### src/rtl/regwr_pkg.sv
// Shared constants for the register-file write-port arbiter.
package regwr_pkg;

    localparam int unsigned NUM_WR_SRC   = 4;
    localparam int unsigned WR_SRC_ALU   = 0;
    localparam int unsigned WR_SRC_LD    = 1;
    localparam int unsigned WR_SRC_LINK  = 2;
    localparam int unsigned WR_SRC_SPARE = 3;

    localparam int unsigned REG_ADDR_W   = 5;
    localparam logic [REG_ADDR_W-1:0] REG_ZERO = 5'd0;

    // Number of set bits in a request vector.
    function automatic logic [2:0] req_count(input logic [NUM_WR_SRC-1:0] r);
        logic [2:0] n;
        n = 3'd0;
        for (int i = 0; i < NUM_WR_SRC; i++) begin
            n = n + 3'(r[i]);
        end
        return n;
    endfunction

endpackage

### src/rtl/regwr_port_arbiter_if.sv
// Requester-side and register-file-side signals of the write-port arbiter.
interface regwr_port_arbiter_if #(
    parameter int unsigned DATA_W = 32,
    parameter int unsigned ADDR_W = 5,
    parameter int unsigned CNT_W  = 16
);
    import regwr_pkg::*;

    logic                  hold;
    logic [NUM_WR_SRC-1:0] req;
    logic [ADDR_W-1:0]     addr0;
    logic [ADDR_W-1:0]     addr1;
    logic [ADDR_W-1:0]     addr2;
    logic [ADDR_W-1:0]     addr3;
    logic [DATA_W-1:0]     data0;
    logic [DATA_W-1:0]     data1;
    logic [DATA_W-1:0]     data2;
    logic [DATA_W-1:0]     data3;
    logic [NUM_WR_SRC-1:0] gnt;
    logic [1:0]            sel;
    logic                  wr_en;
    logic [ADDR_W-1:0]     wr_addr;
    logic [DATA_W-1:0]     wr_data;
    logic [CNT_W-1:0]      contend_cnt;

    modport master (
        output hold, req, addr0, addr1, addr2, addr3, data0, data1, data2, data3,
        input  gnt, sel, wr_en, wr_addr, wr_data, contend_cnt
    );

    modport slave (
        input  hold, req, addr0, addr1, addr2, addr3, data0, data1, data2, data3,
        output gnt, sel, wr_en, wr_addr, wr_data, contend_cnt
    );

endinterface

### src/rtl/mux4x1.sv
// Generic 4-to-1 multiplexer used on the write-address path.
module mux4x1 #(
    parameter int unsigned W = 5
) (
    input  logic [1:0]   sel,
    input  logic [W-1:0] d0,
    input  logic [W-1:0] d1,
    input  logic [W-1:0] d2,
    input  logic [W-1:0] d3,
    output logic [W-1:0] y
);

    // Select one of four inputs.
    always_comb begin
        y = d0;
        case (sel)
            2'd0: y = d0;
            2'd1: y = d1;
            2'd2: y = d2;
            2'd3: y = d3;
            default: y = d0;
        endcase
    end

endmodule

### src/rtl/regwr_port_arbiter.sv
// Arbitrates the single register-file write port among four sources and
// registers the winning address/data toward the register file.
module regwr_port_arbiter
    import regwr_pkg::*;
#(
    parameter int unsigned DATA_W  = 32,
    parameter int unsigned ADDR_W  = 5,
    parameter bit          RR_MODE = 1'b1,
    parameter bit          DROP_R0 = 1'b1,
    parameter int unsigned CNT_W   = 16
) (
    input logic               clk,
    input logic               rst,
    regwr_port_arbiter_if.slave bus
);

    logic [1:0]            ptr;
    logic [1:0]            scan_start;
    logic [1:0]            scan_idx;
    logic                  grant_vld;
    logic [1:0]            sel_c;
    logic [NUM_WR_SRC-1:0] gnt_c;
    logic [ADDR_W-1:0]     mux_addr;
    logic [DATA_W-1:0]     mux_data;
    logic                  contended;
    logic                  wr_en_q;
    logic [ADDR_W-1:0]     wr_addr_q;
    logic [DATA_W-1:0]     wr_data_q;
    logic [CNT_W-1:0]      contend_q;

    // Rotating priority encoder: first request at or after the scan start.
    always_comb begin
        gnt_c      = '0;
        sel_c      = 2'd0;
        grant_vld  = 1'b0;
        scan_idx   = 2'd0;
        scan_start = RR_MODE ? ptr : 2'd0;
        if (!rst && !bus.hold && (|bus.req)) begin
            for (int i = 0; i < NUM_WR_SRC; i++) begin
                scan_idx = scan_start + 2'(i);
                if (!grant_vld && bus.req[scan_idx]) begin
                    grant_vld       = 1'b1;
                    sel_c           = scan_idx;
                    gnt_c[scan_idx] = 1'b1;
                end
            end
        end
    end

    // Address path through the shared mux.
    mux4x1 #(.W(ADDR_W)) u_addr_mux (
        .sel (sel_c),
        .d0  (bus.addr0),
        .d1  (bus.addr1),
        .d2  (bus.addr2),
        .d3  (bus.addr3),
        .y   (mux_addr)
    );

    // Write-data selection of the winner.
    always_comb begin
        mux_data = bus.data0;
        case (sel_c)
            2'd0: mux_data = bus.data0;
            2'd1: mux_data = bus.data1;
            2'd2: mux_data = bus.data2;
            2'd3: mux_data = bus.data3;
            default: mux_data = bus.data0;
        endcase
    end

    // Cycle counts as contended when two or more sources want the port.
    always_comb begin
        contended = !bus.hold && (req_count(bus.req) >= 3'd2);
    end

    // Pointer, registered write port and contention counter.
    always_ff @(posedge clk) begin
        if (rst) begin
            ptr       <= 2'd0;
            wr_en_q   <= 1'b0;
            wr_addr_q <= '0;
            wr_data_q <= '0;
            contend_q <= '0;
        end else begin
            if (grant_vld) begin
                ptr       <= sel_c + 2'd1;
                wr_en_q   <= !(DROP_R0 && (mux_addr == ADDR_W'(REG_ZERO)));
                wr_addr_q <= mux_addr;
                wr_data_q <= mux_data;
            end else begin
                wr_en_q   <= 1'b0;
            end
            if (contended && (contend_q != {CNT_W{1'b1}})) begin
                contend_q <= contend_q + CNT_W'(1);
            end
        end
    end

    assign bus.gnt         = gnt_c;
    assign bus.sel         = sel_c;
    assign bus.wr_en       = wr_en_q;
    assign bus.wr_addr     = wr_addr_q;
    assign bus.wr_data     = wr_data_q;
    assign bus.contend_cnt = contend_q;

endmodule

### src/flat_wrapper.sv
// flat-port wrapper written by rule: the top's interface ports become plain ports
module regwr_port_arbiter_flat import regwr_pkg::*;
#(
    parameter int unsigned DATA_W  = 32,
    parameter int unsigned ADDR_W  = 5,
    parameter bit          RR_MODE = 1'b1,
    parameter bit          DROP_R0 = 1'b1,
    parameter int unsigned CNT_W   = 16
)
  (clk, rst, bus_hold, bus_req, bus_addr0, bus_addr1, bus_addr2, bus_addr3, bus_data0, bus_data1, bus_data2, bus_data3, bus_gnt, bus_sel, bus_wr_en, bus_wr_addr, bus_wr_data, bus_contend_cnt);
  regwr_port_arbiter_if #(.DATA_W(DATA_W), .ADDR_W(ADDR_W), .CNT_W(CNT_W)) bus_i ();
  input logic clk;
  input logic rst;
  input wire logic [$bits(bus_i.hold)-1:0] bus_hold;
  input wire logic [$bits(bus_i.req)-1:0] bus_req;
  input wire logic [$bits(bus_i.addr0)-1:0] bus_addr0;
  input wire logic [$bits(bus_i.addr1)-1:0] bus_addr1;
  input wire logic [$bits(bus_i.addr2)-1:0] bus_addr2;
  input wire logic [$bits(bus_i.addr3)-1:0] bus_addr3;
  input wire logic [$bits(bus_i.data0)-1:0] bus_data0;
  input wire logic [$bits(bus_i.data1)-1:0] bus_data1;
  input wire logic [$bits(bus_i.data2)-1:0] bus_data2;
  input wire logic [$bits(bus_i.data3)-1:0] bus_data3;
  output wire logic [$bits(bus_i.gnt)-1:0] bus_gnt;
  output wire logic [$bits(bus_i.sel)-1:0] bus_sel;
  output wire logic [$bits(bus_i.wr_en)-1:0] bus_wr_en;
  output wire logic [$bits(bus_i.wr_addr)-1:0] bus_wr_addr;
  output wire logic [$bits(bus_i.wr_data)-1:0] bus_wr_data;
  output wire logic [$bits(bus_i.contend_cnt)-1:0] bus_contend_cnt;
  assign bus_i.hold = bus_hold;
  assign bus_i.req = bus_req;
  assign bus_i.addr0 = bus_addr0;
  assign bus_i.addr1 = bus_addr1;
  assign bus_i.addr2 = bus_addr2;
  assign bus_i.addr3 = bus_addr3;
  assign bus_i.data0 = bus_data0;
  assign bus_i.data1 = bus_data1;
  assign bus_i.data2 = bus_data2;
  assign bus_i.data3 = bus_data3;
  assign bus_gnt = bus_i.gnt;
  assign bus_sel = bus_i.sel;
  assign bus_wr_en = bus_i.wr_en;
  assign bus_wr_addr = bus_i.wr_addr;
  assign bus_wr_data = bus_i.wr_data;
  assign bus_contend_cnt = bus_i.contend_cnt;
  regwr_port_arbiter #(.DATA_W(DATA_W), .ADDR_W(ADDR_W), .RR_MODE(RR_MODE), .DROP_R0(DROP_R0), .CNT_W(CNT_W)) u_core (.clk(clk), .rst(rst), .bus(bus_i));
endmodule
### config.mk
export PLATFORM = sky130hd
export DESIGN_NAME = regwr_port_arbiter_flat
export DESIGN_NICKNAME = d
export VERILOG_FILES = /design/src/rtl/regwr_pkg.sv /design/src/rtl/regwr_port_arbiter_if.sv /design/src/rtl/mux4x1.sv /design/src/rtl/regwr_port_arbiter.sv /design/src/flat_wrapper.sv
export SDC_FILE = /design/constraint.sdc
export NUM_CORES = 1
export LEC_CHECK = 0
export BUFFER_PORTS_ARGS = -buffer_cell sky130_fd_sc_hd__buf_4
export CAP_MARGIN = 40
export CORE_AREA = 2 2 97 99
export DETAILED_ROUTE_END_ITERATION = 10
export DIE_AREA = 0 0 99 101
export PLACE_DENSITY = 0.74
export SYNTH_ARGS = -nofsm -noshare
export SYNTH_HDL_FRONTEND = slang
export SYNTH_SLANG_ARGS = --single-unit
### constraint.sdc
create_clock -name clk -period 4.51 [get_ports clk]
set_clock_uncertainty 0.1 [all_clocks]
set_input_delay 0.902 -clock clk [delete_from_list [all_inputs] [get_ports clk]]
set_output_delay 0.902 -clock clk [all_outputs]
set_load 0.01 [all_outputs]
==> results of run 1 <==
-- routing by layer --
layer / global-route usage, % / part of all wire, % / up-vias
met5: 0 / 0 / -
met4: 4.32 / 0.74 / 0
met3: 3.33 / 5.7 / 8
met2: 41.2 / 53 / 165
met1: 30.7 / 41 / 2010
li1: - / - / 2070
-- cells by family (layout without fill, tap and decap cells) --
kind of cell               count (synthesis)  after routing
and+or+nand+nor                          182            182
AOI/OAI and AO/OA                        134            134
DFF                                       56             56
buffers and inverters                     53            242
adders and majority gates                 16             16
xor gates and xnor gates                  12             12
muxes                                     12             12
-- cell usage in the layout (no fill, tap or decap), drive strengths merged, types with 2 or more instances in the layout --
master,instances
nor3,9
nor4,2
dfxtp,56
clkbuf,5
o21ai,34
a31oi,3
a2111o,2
mux2i,6
nand3,10
and3,2
nand2,111
a21oi,45
mux2,4
inv,12
xor2,10
a211oi,4
and2,2
nand4,8
a221o,4
xnor2,2
a222oi,37
buf,222
clkinvlp,2
ha,16
mux4,2
nor2,30
-- cell type report --
cell class                 count  area, um2
clock buffer                   5       68.8
clock inverter                 3       23.8
fill                         821       3720
inverter                      12       45.0
multi-input combinational    356       2180
sequential                    56       1120
tap                          111        139
timing repair buffer         222       1680
-- critical path, cell delays in order (launching register included) --
cell,delay (ns)
sky130_fd_sc_hd__dfxtp_1,0.49
sky130_fd_sc_hd__inv_1,0.18
sky130_fd_sc_hd__ha_1,0.44
sky130_fd_sc_hd__or3b_1,0.43
sky130_fd_sc_hd__a2111o_1,0.43
sky130_fd_sc_hd__nand2_2,0.15
sky130_fd_sc_hd__a21oi_2,0.06
sky130_fd_sc_hd__a311o_1,0.36
sky130_fd_sc_hd__ha_2,0.32
sky130_fd_sc_hd__a222oi_1,0.50
sky130_fd_sc_hd__mux2i_1,0.19
sky130_fd_sc_hd__nor4_1,0.26
sky130_fd_sc_hd__a21oi_1,0.10
-- registers in the layout (all words and copies together), names as in the netlist --
register / count
u_core.bus.contend_cnt: 16
u_core.bus.wr_addr: 5
u_core.bus.wr_data: 32
u_core.bus.wr_en: 1
u_core.ptr: 2
-- power by group --
| part | leakage [uW] | switching [uW] | internal (uW) | total (uW) |
|---|---|---|---|---|
| Sequential | 0.000455 | 13.5 | 515 | 529 |
| Clock | 0.0000404 | 179 | 111 | 290 |
| Combinational | 0.00188 | 181 | 193 | 374 |
| Total | 0.00238 | 374 | 819 | 1190 |
-- metrics by stage --
stage	setup WS (ns)	std cells	area, um2	hold WS (ns)	utilization [%]
floorplan	0.438	465	3530	0.376	-
global placement	0.453	757	5160	0.340	57.5
detailed placement	0.258	757	5160	0.345	57.5
CTS	0.240	765	5250	0.360	58.5
global route	0.114	765	5260	0.378	58.6
finish	0.361	765	5260	0.356	58.6
-- how the worst min path moves through the flow --
stage | start | endpoint | cells past startpoint
floorplan | u_core.bus.wr_data[0] | u_core.bus.wr_data[0] | 2
global placement | u_core.bus.wr_data[11] | u_core.bus.wr_data[11] | 2
detailed placement | u_core.bus.wr_data[12] | u_core.bus.wr_data[12] | 2
CTS | u_core.bus.wr_data[12] | u_core.bus.wr_data[12] | 2
global route | u_core.bus.wr_data[12] | u_core.bus.wr_data[12] | 2
finish | u_core.bus.wr_data[12] | u_core.bus.wr_data[12] | 2
==> metrics list, run 1 <==
* Outcome: finished, final reports clean
* Worst Tran Pin Value: 0.849 ns
- Share of synthesized area spent on multiplexers: under 10%
- After synthesis the cells add up to between 3000 and 4000 um2.
* Total routed wirelength: 12,600 um
* Detailed Routing Iterations Pass 1: 9
* Prevailing post-synth register cell: sky130_fd_sc_hd__dfxtp_1
* Initial core utilization: 39.3%
- In the final design database the tool counted 824 nets.
- Maxcap violations: 0
* Crit path to: u_core.bus.wr_en
- The worst setup path is captured at a flop.
- Post-cts gate resize count: 0
- Synthesized-area fraction occupied by adder cells: 5.67%
* Mean post-synth cell area: 7.59 um2
- Setup repair after global routing left no endpoint under its margin.
* Remaining design rule violation count: 0
- Area growth, synth to finish: 49.1%
- Routability Congestion: 0.811
- Vias: ~4,300
- At the worst endpoint, the arrival time is 4.23 ns.
- Dominant combinational cell family by area after synthesis: compound AO/OA/AOI/OAI gates
- Cell types with the largest area share after synthesis: sky130_fd_sc_hd__dfxtp_1, sky130_fd_sc_hd__nand2_1, sky130_fd_sc_hd__a222oi_1
* Beginning of the critical path: u_core.ptr[1]
- R2R setup slack: 0.36 ns
- The number of global-route vias before repair is 3,798.
* Worst flop-to-flop path endpoint: u_core.bus.wr_en
- Net count after synthesis: 636
* Start-to-end type of the worst setup path: flop to flop
* Area share of xor/xnor cells in the synthesized design: approximately 3.0%
* Count of yosys warnings during synthesis: 0
- The wire-length estimate of the detail-placed layout is 9440 um.
- Setup violations remaining at the end of the flow were counted as 0.
- Final number of max-transition violations: 0
- In the routed layout, each cell is associated on average with a via count of between 5 and 6.
- Of the cells placed in the final design, the portion with a size suffix greater than 1 is 37.6%.
- Buffers inserted during clock tree synthesis total 5.
- In this run the critical register-to-register path is launched from u_core.ptr[1].
- Reg2Reg Depth: 12
- Average wire per cell in the routed design: 16.4 um
- First-pass GRT wire length: just under 20,000 um
* CTS max path bufs: 2
* Pwr/cell area: 227 nW/um2
* Number of instances in the synthesized netlist: 465
* Clk Latency, worst-skew pair: slightly above 0.3 ns
- The synthesized design contains 0 enable-type register cells.
- The detail route stage leaves a number of antenna-violating nets equal to 0.
- Maximum number of pins on one net before global-route repair: 57
* Share of the yosys chip area belonging to registers: 31.8%
- TritonCTS built the clock tree.
- GRT Overall Usage: between 20% and 30%
* Number of H-tree levels: 2
- The floorplan step set the die width to 99 um.
* Portion of synthesized cell area occupied by the leading cell type: 31.8%
- Startpoint Class: flop
* Area fraction in compound gates after synthesis: 26.4%
- Peak fanout along the critical path: 16
- The analysis attributes to cell leakage a power of 0.00238 uW.
- Summing internal, switching and leakage power gives between 1000 and 1500 uW.
- The worst path uses between 90% and 100% of the clock period.
- Required time of the worst setup path: 4.59 ns
- The total overflow left after global routing is 0.
- Remaining max-slew budget at the tightest pin: 43.0%
- Highest Clock Rate: around 0.24 GHz
* Final critical path time including I/O delays and setup: 4.15 ns
- List of most frequent post-synthesis cells: sky130_fd_sc_hd__nand2_1, sky130_fd_sc_hd__dfxtp_1, sky130_fd_sc_hd__a21oi_1
- Once the clock tree was built, the setup fixing pass inserted 0 buffers.
- The die covers about 10000 um2.
* Final TNS setup: 0 ns
* Number of buffers added on ports: 214
- Clock net sink count: 56
- Peak supply drop: ~140 uV
* Root buffer cell: sky130_fd_sc_hd__clkbuf_8
- Register clock-pin slew on the reported worst setup and hold paths: 0.11 ns
- Share of flip-flops with an asynchronous set or reset after synthesis: 0%
- Number of inserted diodes: 0
* Synth Area in Simple Gates: 22.2%
- Placeable core region: 8980 um2
- Number of antenna violations at the first check in global routing: 0
- Among all cell types in the netlist, the one instantiated most often is sky130_fd_sc_hd__nand2_1.
* FP Rows: 35
- Post-cts hold buffer count: 0
* Number of placed I/O pins: 215
- The count of endpoints failing hold in the final timing report is 0.
- The first routing iteration left 365 violations.
- The die is 101 um tall.
- Worst min-delay path category: flop to flop
- Library cell with the largest summed area after synthesis: sky130_fd_sc_hd__dfxtp_1
- Number of flip-flops and latches in the synthesized netlist: 56
* Distinct cell type count after synthesis: 47
Note: power is estimated with default switching activity, not from simulation.
==> inputs of run 2 (changes only) <==
PLACE_DENSITY = 0.82   (was 0.74)
SKIP_CTS_REPAIR_TIMING = 1   (was unset)
==> run 2 against run 1 <==
  * Register-to-register slack hardly changed
  * Die area is the same
  * Clock power grew 11%
  * Global-route usage fell by 0.17 points
==> metrics list, run 2 (synthesis results as in run 1) <==
- VDD sags by at most 113 uV.
* Max reg flops: 32
- Hold timing on the final database bottoms out at a slack of 0.358 ns.
- The clock passes through at most 2 buffers.
- For this run, the slowest stage of the critical path takes 0.52 ns.
* Highest Clock Rate: 0.240 GHz
- Detailed Routing Iterations Pass 1: 9
* Met1 global-route usage: between 20% and 30%
- STA classifies the critical path startpoint as a flop.
* Clock tree from TritonCTS: yes
- The worst path in the final design needs a cycle of between 4 and 5 ns, including I/O delays and setup.
* First-pass GRT wire length: 19,200 um
* Total routed wirelength: 12,400 um
- Sequential cells burn 43.0% of the power.
* Highest-delay cell along the critical path: sky130_fd_sc_hd__dfxtp_1
* Maximum number of pins on one net before global-route repair: 58
- Start-to-end type of the worst setup path: flop to output port
* Via count of the first global-routing pass: about 4,000
- Dividing the detail-routed wire length by the instance count gives roughly 16 um.
- Final TNS setup: 0 ns
* Area growth, synth to finish: 49.2%
- Of the total power, combinational logic draws 30.7%.
- Port buffering added 214 buffers.
* Clk Latency, worst-skew pair: 0.30 ns
* Count of antenna-violating nets left after detailed routing: 0
- Peak fanout along the critical path: 10
- Vertical extent of the die: about 100 um
* Clock net sink count: 56
* Number of fill cells: approximately 810
- Global routing met2 resource utilization: 41.3%
- Setup violation total in the final timing report: 0
* Via density per instance: 5.64
* Pleak: 0.00239 uW
- Root buffer cell: sky130_fd_sc_hd__clkbuf_8
- Leaving out fill and tap cells, the most frequent cell in the layout is sky130_fd_sc_hd__buf_4.
- The tool flagged a number of max-cap violations equal to 0.
* Internal power summed over all cells: just under 900 uW
- The library cells used most frequently in the layout, excluding fill and tap cells, are sky130_fd_sc_hd__buf_4, sky130_fd_sc_hd__nand2_1, sky130_fd_sc_hd__dfxtp_1, sky130_fd_sc_hd__a21oi_1, sky130_fd_sc_hd__a222oi_1.
- The final layout contains roughly 800 nets.
* Worst Tran Pin Value: 0.829 ns
* Number of H-tree levels: 2
- Clock tree synthesis inserted a total of 5 buffers.
- Placeable core region: 8980 um2
- The clock network accounts for 26.3% of the total power.
- The congestion estimate from routability-driven global placement came to 0.849.
- Required time of the worst setup path: 3.51 ns
- Pwr/cell area: 233 nW/um2
- STA puts the critical path data arrival time at 3.16 ns.
* Vias: about 4,300
- Category of the worst setup path capture point: output port
- Number of antenna violations at the first check in global routing: 0
- Remaining max-slew budget at the tightest pin: between 40% and 50%
- RSZ-0062 raised after global routing: no
* Met3 global-route usage: under 10%
* Final number of max-transition violations: 0
- In the final layout, the share of cells above drive strength 1 is 37.3%.
* Outcome: finished, final reports clean
* Placed cell count: between 700 and 800
* Number of placed I/O pins: about 220
- Net switching is 28.9% of the power.
* FP Rows: 35
- For this block, the initial DRC count from the detailed router was between 200 and 250.
* Number of inserted diodes: 0
* Net Sw Power: 355 uW
* Register clock-pin slew on the reported worst setup and hold paths: 0.10 ns
- For this run, design rule violations remaining after detail routing come to 0.
- Non-filler cells in the finished layout: 765
- Hold Violations, Final: 0
- Worst min-delay path category: flop to flop
* Die Outline Area: 10000 um2
- Initial core utilization: 39.3%
* Horizontal die dimension: 99 um
* GRT Overall Usage: 23.2%
- Total congestion overflow after global routing: 0
- The layer flagged by global routing as most heavily used is met2.
* Cells along the critical path: inv_1, ha_1, or3b_1, a2111o_1, nand2_2, a21oi_2, a311oi_1, buf_4
- Detailed placement finished with a half-perimeter wire length of 9480 um.
* Share of the clock period used by the worst path: 92.3%
run 2: power by group through the flow:
stage	combinational (uW)	sequential, uW	clock, uW
detailed placement	375	540	0
floorplan	181	548	0
CTS	376	529	334
finish	377	529	323
global route	412	532	352
global placement	362	539	0
run 2: per-stage QoR:
| stage | cell area, um2 | utilization [%] | worst slack, ns | power [uW] |
|---|---|---|---|---|
| 2_1_floorplan | 3530 | - | 0.438 | 730 |
| 3_3_place_gp | 5140 | 57.3 | 0.508 | 901 |
| 3_5_place_dp | 5150 | 57.4 | 0.317 | 915 |
| 4_1_cts | 5260 | 58.6 | 0.313 | 1240 |
| 5_1_grt | 5270 | 58.6 | 0.0951 | 1300 |
| 6_report | 5270 | 58.6 | 0.346 | 1230 |
run 2: layout make-up:
cell class                 instances  area [um2]  area share, %
clock buffer                       6        72.6           1.38
clock inverter                     2        35.0          0.665
inverter                          12        45.0          0.856
multi-input combinational        356        2180           41.4
sequential                        56        1120           21.3
tap                              111         139           2.64
timing repair buffer             222        1670           31.8
run 2: worst max-delay path: cells and delay by family (launching register included):
| family | cells | cell delay (ns) |
|---|---|---|
| and+or+nand+nor | 2 | 0.55 |
| buffers and inverters | 2 | 0.42 |
| DFF | 1 | 0.52 |
| adders and majority gates | 1 | 0.43 |
| AOI/OAI and AO/OA | 3 | 0.92 |
run 2: worst paths after layout:
kind                          start                     end  slack [ns]  cells past startpoint
max reg2reg           u_core.ptr[1]   u_core.bus.wr_addr[4]        0.37                     14
min          u_core.bus.wr_data[11]  u_core.bus.wr_data[11]        0.36                      2
min reg2reg  u_core.bus.wr_data[11]  u_core.bus.wr_data[11]        0.36                      2
max                   u_core.ptr[1]              bus_sel[1]        0.35                      8
run 2: routing by layer:
metal / vias up / share of wire (%)
met5: - / 0
met4: 0 / 2.0
met3: 24 / 5.8
met2: 199 / 51
met1: 2025 / 41
li1: 2067 / -
